$ cat src/rtl/instr_mem_arbiter_if.sv
// Bus between the fetch/debug requesters, the instruction memory and the arbiter.
// slave = arbiter side, master = requesters plus memory model.
interface instr_mem_arbiter_if #(
  parameter int ADDR_WIDTH = 32
);
  logic                  f_req_valid;
  logic [ADDR_WIDTH-1:0] f_req_addr;
  logic                  f_req_ready;
  logic                  f_rsp_valid;
  logic [31:0]           f_rsp_instr;
  logic                  f_rsp_err;
  logic                  f_rsp_ready;

  logic                  d_req_valid;
  logic [ADDR_WIDTH-1:0] d_req_addr;
  logic                  d_req_ready;
  logic                  d_rsp_valid;
  logic [31:0]           d_rsp_instr;
  logic                  d_rsp_err;
  logic                  d_rsp_ready;

  logic [ADDR_WIDTH-1:0] mem_addr;
  logic [31:0]           mem_instr;

  modport slave (
    input  f_req_valid, f_req_addr, f_rsp_ready,
    input  d_req_valid, d_req_addr, d_rsp_ready,
    input  mem_instr,
    output f_req_ready, f_rsp_valid, f_rsp_instr, f_rsp_err,
    output d_req_ready, d_rsp_valid, d_rsp_instr, d_rsp_err,
    output mem_addr
  );

  modport master (
    output f_req_valid, f_req_addr, f_rsp_ready,
    output d_req_valid, d_req_addr, d_rsp_ready,
    output mem_instr,
    input  f_req_ready, f_rsp_valid, f_rsp_instr, f_rsp_err,
    input  d_req_ready, d_rsp_valid, d_rsp_instr, d_rsp_err,
    input  mem_addr
  );
endinterface

$ cat src/rtl/instr_mem_arbiter.sv
// Two-port (fetch/debug) arbiter in front of a combinational-read instruction memory.
// Define INSTR_MEM_ARBITER_RR_EN for round-robin tie-breaking; default is fetch priority.
module instr_mem_arbiter #(
  parameter int NUM_INSTR  = 32,
  parameter int ADDR_WIDTH = 32
) (
  input logic                clk,
  input logic                rst_n,
  instr_mem_arbiter_if.slave bus
);
  typedef enum logic {LAST_F, LAST_D} arb_state_e;

  localparam logic [ADDR_WIDTH-1:0] MAX_ADDR = ADDR_WIDTH'(NUM_INSTR * 4 - 4);

  arb_state_e  state_q, state_d;
  logic        f_rsp_valid_q, f_rsp_valid_d;
  logic [31:0] f_rsp_instr_q, f_rsp_instr_d;
  logic        f_rsp_err_q, f_rsp_err_d;
  logic        d_rsp_valid_q, d_rsp_valid_d;
  logic [31:0] d_rsp_instr_q, d_rsp_instr_d;
  logic        d_rsp_err_q, d_rsp_err_d;

  logic f_err, d_err, f_elig, d_elig, f_wins_tie, grant_f, grant_d;

  always_comb begin
    f_err  = (bus.f_req_addr[1:0] != 2'b00) || (bus.f_req_addr > MAX_ADDR);
    d_err  = (bus.d_req_addr[1:0] != 2'b00) || (bus.d_req_addr > MAX_ADDR);
    // rst_n gates eligibility so nothing transfers in a reset cycle
    f_elig = rst_n && bus.f_req_valid && (!f_rsp_valid_q || bus.f_rsp_ready);
    d_elig = rst_n && bus.d_req_valid && (!d_rsp_valid_q || bus.d_rsp_ready);
`ifdef INSTR_MEM_ARBITER_RR_EN
    f_wins_tie = (state_q == LAST_D);
`else
    f_wins_tie = 1'b1;
`endif
    grant_f = f_elig && (!d_elig || f_wins_tie);
    grant_d = d_elig && !grant_f;
  end

  assign bus.f_req_ready = grant_f;
  assign bus.d_req_ready = grant_d;
  assign bus.mem_addr    = (grant_f && !f_err) ? bus.f_req_addr :
                           (grant_d && !d_err) ? bus.d_req_addr : '0;

  // Masking with rst_n keeps a response pending at reset from being handed over
  assign bus.f_rsp_valid = f_rsp_valid_q && rst_n;
  assign bus.f_rsp_instr = f_rsp_instr_q;
  assign bus.f_rsp_err   = f_rsp_err_q;
  assign bus.d_rsp_valid = d_rsp_valid_q && rst_n;
  assign bus.d_rsp_instr = d_rsp_instr_q;
  assign bus.d_rsp_err   = d_rsp_err_q;

  always_comb begin
    state_d       = state_q;
    f_rsp_valid_d = f_rsp_valid_q && !bus.f_rsp_ready;
    f_rsp_instr_d = f_rsp_instr_q;
    f_rsp_err_d   = f_rsp_err_q;
    d_rsp_valid_d = d_rsp_valid_q && !bus.d_rsp_ready;
    d_rsp_instr_d = d_rsp_instr_q;
    d_rsp_err_d   = d_rsp_err_q;
    if (grant_f) begin
      state_d       = LAST_F;
      f_rsp_valid_d = 1'b1;
      f_rsp_instr_d = f_err ? '0 : bus.mem_instr;
      f_rsp_err_d   = f_err;
    end
    if (grant_d) begin
      state_d       = LAST_D;
      d_rsp_valid_d = 1'b1;
      d_rsp_instr_d = d_err ? '0 : bus.mem_instr;
      d_rsp_err_d   = d_err;
    end
  end

  always_ff @(posedge clk) begin
    if (!rst_n) begin
      state_q       <= LAST_D;
      f_rsp_valid_q <= 1'b0;
      f_rsp_instr_q <= '0;
      f_rsp_err_q   <= 1'b0;
      d_rsp_valid_q <= 1'b0;
      d_rsp_instr_q <= '0;
      d_rsp_err_q   <= 1'b0;
    end else begin
      state_q       <= state_d;
      f_rsp_valid_q <= f_rsp_valid_d;
      f_rsp_instr_q <= f_rsp_instr_d;
      f_rsp_err_q   <= f_rsp_err_d;
      d_rsp_valid_q <= d_rsp_valid_d;
      d_rsp_instr_q <= d_rsp_instr_d;
      d_rsp_err_q   <= d_rsp_err_d;
    end
  end
endmodule

$ cat src/flat_wrapper.sv
// flat-port wrapper written by rule: the top's interface ports become plain ports
module instr_mem_arbiter_flat 
#(
  parameter int NUM_INSTR  = 32,
  parameter int ADDR_WIDTH = 32
)
  (clk, rst_n, bus_f_req_valid, bus_f_req_addr, bus_f_rsp_ready, bus_d_req_valid, bus_d_req_addr, bus_d_rsp_ready, bus_mem_instr, bus_f_req_ready, bus_f_rsp_valid, bus_f_rsp_instr, bus_f_rsp_err, bus_d_req_ready, bus_d_rsp_valid, bus_d_rsp_instr, bus_d_rsp_err, bus_mem_addr);
  instr_mem_arbiter_if #(.ADDR_WIDTH(ADDR_WIDTH)) bus_i ();
  input logic clk;
  input logic rst_n;
  input wire logic [$bits(bus_i.f_req_valid)-1:0] bus_f_req_valid;
  input wire logic [$bits(bus_i.f_req_addr)-1:0] bus_f_req_addr;
  input wire logic [$bits(bus_i.f_rsp_ready)-1:0] bus_f_rsp_ready;
  input wire logic [$bits(bus_i.d_req_valid)-1:0] bus_d_req_valid;
  input wire logic [$bits(bus_i.d_req_addr)-1:0] bus_d_req_addr;
  input wire logic [$bits(bus_i.d_rsp_ready)-1:0] bus_d_rsp_ready;
  input wire logic [$bits(bus_i.mem_instr)-1:0] bus_mem_instr;
  output wire logic [$bits(bus_i.f_req_ready)-1:0] bus_f_req_ready;
  output wire logic [$bits(bus_i.f_rsp_valid)-1:0] bus_f_rsp_valid;
  output wire logic [$bits(bus_i.f_rsp_instr)-1:0] bus_f_rsp_instr;
  output wire logic [$bits(bus_i.f_rsp_err)-1:0] bus_f_rsp_err;
  output wire logic [$bits(bus_i.d_req_ready)-1:0] bus_d_req_ready;
  output wire logic [$bits(bus_i.d_rsp_valid)-1:0] bus_d_rsp_valid;
  output wire logic [$bits(bus_i.d_rsp_instr)-1:0] bus_d_rsp_instr;
  output wire logic [$bits(bus_i.d_rsp_err)-1:0] bus_d_rsp_err;
  output wire logic [$bits(bus_i.mem_addr)-1:0] bus_mem_addr;
  assign bus_i.f_req_valid = bus_f_req_valid;
  assign bus_i.f_req_addr = bus_f_req_addr;
  assign bus_i.f_rsp_ready = bus_f_rsp_ready;
  assign bus_i.d_req_valid = bus_d_req_valid;
  assign bus_i.d_req_addr = bus_d_req_addr;
  assign bus_i.d_rsp_ready = bus_d_rsp_ready;
  assign bus_i.mem_instr = bus_mem_instr;
  assign bus_f_req_ready = bus_i.f_req_ready;
  assign bus_f_rsp_valid = bus_i.f_rsp_valid;
  assign bus_f_rsp_instr = bus_i.f_rsp_instr;
  assign bus_f_rsp_err = bus_i.f_rsp_err;
  assign bus_d_req_ready = bus_i.d_req_ready;
  assign bus_d_rsp_valid = bus_i.d_rsp_valid;
  assign bus_d_rsp_instr = bus_i.d_rsp_instr;
  assign bus_d_rsp_err = bus_i.d_rsp_err;
  assign bus_mem_addr = bus_i.mem_addr;
  instr_mem_arbiter #(.NUM_INSTR(NUM_INSTR), .ADDR_WIDTH(ADDR_WIDTH)) u_core (.clk(clk), .rst_n(rst_n), .bus(bus_i));
endmodule
$ cat config.mk
export PLATFORM = sky130hd
export DESIGN_NAME = instr_mem_arbiter_flat
export DESIGN_NICKNAME = d
export VERILOG_FILES = /design/src/rtl/instr_mem_arbiter_if.sv /design/src/rtl/instr_mem_arbiter.sv /design/src/flat_wrapper.sv
export SDC_FILE = /design/constraint.sdc
export NUM_CORES = 1
export LEC_CHECK = 0
export ABC_AREA = 0
export CORE_UTILIZATION = 37
export CTS_CLUSTER_SIZE = 20
export DETAILED_ROUTE_END_ITERATION = 16
export HOLD_SLACK_MARGIN = 0.06
export PLACE_DENSITY = 0.89
export SYNTH_ARGS = -nofsm -noshare
export SYNTH_HDL_FRONTEND = slang
export SYNTH_SLANG_ARGS = --single-unit
export TNS_END_PERCENT = 1
$ cat constraint.sdc
create_clock -name clk -period 3.7 [get_ports clk]
set_clock_uncertainty 0.15 [all_clocks]
set_input_delay 0.555 -clock clk [delete_from_list [all_inputs] [get_ports clk]]
set_output_delay 0.555 -clock clk [all_outputs]
set_load 0.05 [all_outputs]
=== Word-level counts from Yosys, hierarchy flattened ===
Index checks and enable logic that the tools add are counted.

* Flip-flop bits (word level): 68
* Word-level logic and storage cells: 38

* Order comparisons: 2
* Muxes and demuxes: 6
* Reduce and logical (&&, ||, !) cells: 24

{| class="wikitable"
|+ Operators with widths
! cell !! number
|-
| $mux W32 || 4
|-
| $gt A32 B7 Y1 const B || 2
|-
| $logic_and A1 B1 Y1 || 11
|-
| $logic_not A1 Y1 || 7
|-
| $logic_or A1 B1 Y1 || 4
|-
| $reduce_bool A2 Y1 || 2
|-
| $mux W1 || 2
|}

=== Logic depth before layout (Yosys ltp) ===
* Word-level depth: 8
* Mapped depth: 7

=== Least setup slack after synthesis ===
OpenSTA, ideal clock, no wires.

* Kind: input -> output
* Start: in bus_f_req_addr[11]
* End: out bus_mem_addr[2]
* Arrival: 1.989 ns
* Data required time: 2.995 ns
* Path slack: 1.006 ns
* Cell stages on the path: 5
* Path buffers: 1
* Cell sequence: or4_4 nor2_4 and4_1 buf_2 a32o_1

* Cells in the longest elaborated chain, start to end: 5

{| class="wikitable"
|+ Ends and longest elaborated chain
! element !! RTL line !! source
|-
| from (decl) || flat_wrapper.sv:12 || <nowiki>input wire logic [$bits(bus_i.f_req_addr)-1:0] bus_f_req_addr;</nowiki>
|-
| $gt A32 B7 Y1 || instr_mem_arbiter.sv:26 || <nowiki>f_err = (bus.f_req_addr[1:0] != 2'b00) || (bus.f_req_addr > MAX_ADDR);</nowiki>
|-
| $logic_or A1 B1 Y1 || instr_mem_arbiter.sv:26 ||
|-
| $logic_not A1 Y1 || instr_mem_arbiter.sv:42 || <nowiki>assign bus.mem_addr = (grant_f && !f_err) ? bus.f_req_addr :</nowiki>
|-
| $logic_and A1 B1 Y1 || instr_mem_arbiter.sv:42 ||
|-
| $mux W32 || instr_mem_arbiter.sv:42 ||
|-
| to (decl) || flat_wrapper.sv:26 || <nowiki>output wire logic [$bits(bus_i.mem_addr)-1:0] bus_mem_addr;</nowiki>
|}

No other way between the ends.

=== Final worst setup path ===
* Start: in bus_f_req_addr[11]
* End: out bus_mem_addr[3]

Same word-level chain as after synthesis.

==> impl_metrics.toml <==
[timing]
rsz0062_at_grt = "false"
whs_ns = 0.319
slew_headroom = 0.571
min_period_ns = 3.06
finalCritPeriodShare = 0.826
worst_slew_pin_slew_ns = 0.643
fin_setup_tns_ns = 0
fin_ws_ns = 0.644
hold_violations = 0
setup_violations = 0
fmax_ghz = 0.327
slew_viol_final = 0

[logic_synthesis]
yosys_register_bits = 68
syn_area_per_cell_um2 = 9.73
ys_types = 32
syn_inst = 290
yosys_warnings = 0
yosysSeqAreaShare = 0.482
synth_area_um2 = 2820

[placed_design]
dpl.hpwl_um = 6190
io_buffers = 176
place_ws_ns = 0.636
gp_congestion = 0.728

[cells_and_area]
final_cell_mix = "168 x clkdlybuf4s50_1, 68 x dfxtp_1, 65 x nand2_1, 32 x a22o_1, 27 x conb_1"
register_area_um2 = 1360
fin_nets = 559
syn2layout_area_growth_pct = 67.8
multi_input_area_um2 = 1190
fillCellCount = 584
antennaDiodeCount = 0
layout_commonest_cell = "clkdlybuf4s50_1"
drive_above_1_share = 0.0911

[grt]
grt_pass1_vias = 2716
grt_max_degree = 68
globalRoute.totalOverflow = 0
track_usage = 0.209
antenna_found_initial = 0
grt_pass1_wl_um = 12600

[critical_path]
crit_arrival_ns = 2.35
path_class = "input pin to output port"
max_stage_delay_ns = 0.55
start_kind = "input pin"
worst_path_max_delay_cell = "or4_4"
rrSetupSlack_ns = 1.44
path_cells = "clkdlybuf4s50_1 -> or4_4 -> nor2_4 -> and4_1 -> a32o_1 -> buf_12"
r2r_end = "u_core.bus.f_rsp_instr[20]"
worst_setup_path_end_kind = "output port"
r2r_start = "u_core.f_rsp_valid_q"
r2r_cells = 5
required_ns = 2.99
critPathMaxFanout = 6

[die]
dieArea_um2 = 7980
initial_core_util = 0.385
die_x_um = 89.3
die_h_um = 89.3
coreArea_um2 = 7330
ios = 204
row_count = 31

[power_and_ir_drop]
power.share.sequential = 0.453
p_clk_frac = 0.393
p_int_mw = 1.22
swShare = 0.248
p_per_area_nw_per_um2 = 343
peakVddDrop_v = 0.000197
totalPowerFinal_mw = 1.62
power_frac_comb = 0.154
power_switching_mw = 0.403
power.leakage_nw = 1.78

[route]
routed_wl_um = 8440
dr.pass1.iters = 4
dr_total_vias = 2780
viasPerCell = 4.96
post_drt_wl_per_cell_um = 15.1
drtAntennaViolNets = 0
post-route-drc-count = 0
drt_iter0_drc = 74

[clocking]
clk_pin_slew_worst_paths_ns = 0.07
holdBufCountCts = 0
cts_setup_buffers = 0
cts_buffers = 9
cts_sinks = 68
clk_path_buf_depth = 2
cts.repair.resized = 0
cts_tree = "built"
clock_latency_ns = 0.32
root_buffer = "clkbuf_8"
cts-htree-levels = 3

[outcome]
status = "finished, final reports clean"

[job]
drv_cap = 0

[min_path]
hp-class = "register to register"
hold_depth = 2
min_from = "u_core.bus.f_rsp_instr[26]"
holdPathEnd = "u_core.bus.f_rsp_instr[26]"
cells by family (layout without fill, tap and decap cells):
family / after synthesis / in the layout / share of synthesized area
AOI/OAI and AO/OA: 74 / 74 / 0.222
buffers and inverters: 52 / 197 / 0.129
DFF: 68 / 68 / 0.482
other: 1 / 27 / 0.00133
and+or+nand+nor: 95 / 95 / 0.165
worst max path at each step:
stage | slack, ns | to | startpoint | cells after the start
floorplan | 1.01 | bus_mem_addr[2] | bus_f_req_addr[11] | 5
global placement | 0.68 | bus_mem_addr[2] | bus_f_req_addr[11] | 6
detailed placement | 0.64 | bus_mem_addr[3] | bus_f_req_addr[11] | 6
CTS | 0.64 | bus_mem_addr[3] | bus_f_req_addr[11] | 6
global route | 0.53 | bus_mem_addr[3] | bus_d_req_addr[22] | 6
finish | 0.64 | bus_mem_addr[3] | bus_f_req_addr[11] | 6
final cells by class:
cell class	count	area share
Tap cell	99	0.0261
Multi-Input combinational cell	196	0.252
Inverter	2	0.00158
Sequential cell	68	0.287
Clock inverter	5	0.0164
Timing Repair Buffer	180	0.389
Clock buffer	10	0.0269
through the flow:
step / std cells / utilization / instance area (µm²)
floorplan: 316 / - / 2920
global placement: 545 / 0.618 / 4530
detailed placement: 545 / 0.618 / 4530
CTS: 560 / 0.646 / 4740
global route: 560 / 0.646 / 4740
finish: 560 / 0.646 / 4740
routing by layer:
layer / track usage / wire length (µm) / vias up
met3: 0.0471 / 507 / 6
met2: 0.382 / 4540 / 127
met5: 0 / 0 / -
met1: 0.228 / 3320 / 1329
met4: 0.0967 / 72 / 0
li1: - / - / 1318
power groups by stage:
stage	Combinational [mW]	Clock, mW	Sequential, mW
floorplan	0.138	0	0.759
global placement	0.245	0	0.752
detailed placement	0.249	0	0.753
CTS	0.250	0.649	0.736
global route	0.264	0.690	0.736
finish	0.250	0.639	0.736
cells in the mapped netlist:
cell type   n  area share
dfxtp_1    68        0.48
nand2_1    65       0.086
a22o_1     32       0.099
buf_4      30       0.080
o22ai_1    22       0.049
nor4_1     10       0.022
o22ai_2    10       0.044
clkbuf_1    9       0.012
buf_6       7       0.028
a32o_1      5       0.018
buf_2       4      0.0071
and2_1      3      0.0066
nor2_1      3      0.0040
and4_1      2      0.0062
nor3_1      2      0.0035
or4_4       2      0.0080
a211o_1     1      0.0031
a21boi_0    1      0.0027
a21oi_1     1      0.0018
and3_1      1      0.0022
clkinv_1    1      0.0013
conb_1      1      0.0013
inv_1       1      0.0013
nand2b_1    1      0.0022
nand3_1     1      0.0018
nand4_1     1      0.0022
nand4_4     1      0.0075
nor2_4      1      0.0040
nor2b_1     1      0.0022
nor3_4      1      0.0058
o21a_1      1      0.0027
o21ai_0     1      0.0018
critical path, delay by kind of cell:
kind                   cells  cell delay, ns
AO/OA/AOI/OAI              1            0.22
buffers and inverters      2            0.56
AND/OR/NAND/NOR            3            1.00
flip-flops by register name (all words and copies together), names as in the netlist:
| register | count |
|---|---|
| u_core.bus.d_rsp_err | 1 |
| u_core.bus.f_rsp_err | 1 |
| u_core.bus.d_rsp_instr | 32 |
| u_core.bus.f_rsp_instr | 32 |
| u_core.f_rsp_valid_q | 1 |
| u_core.d_rsp_valid_q | 1 |
No activity file was read; power rests on OpenSTA's default activity.
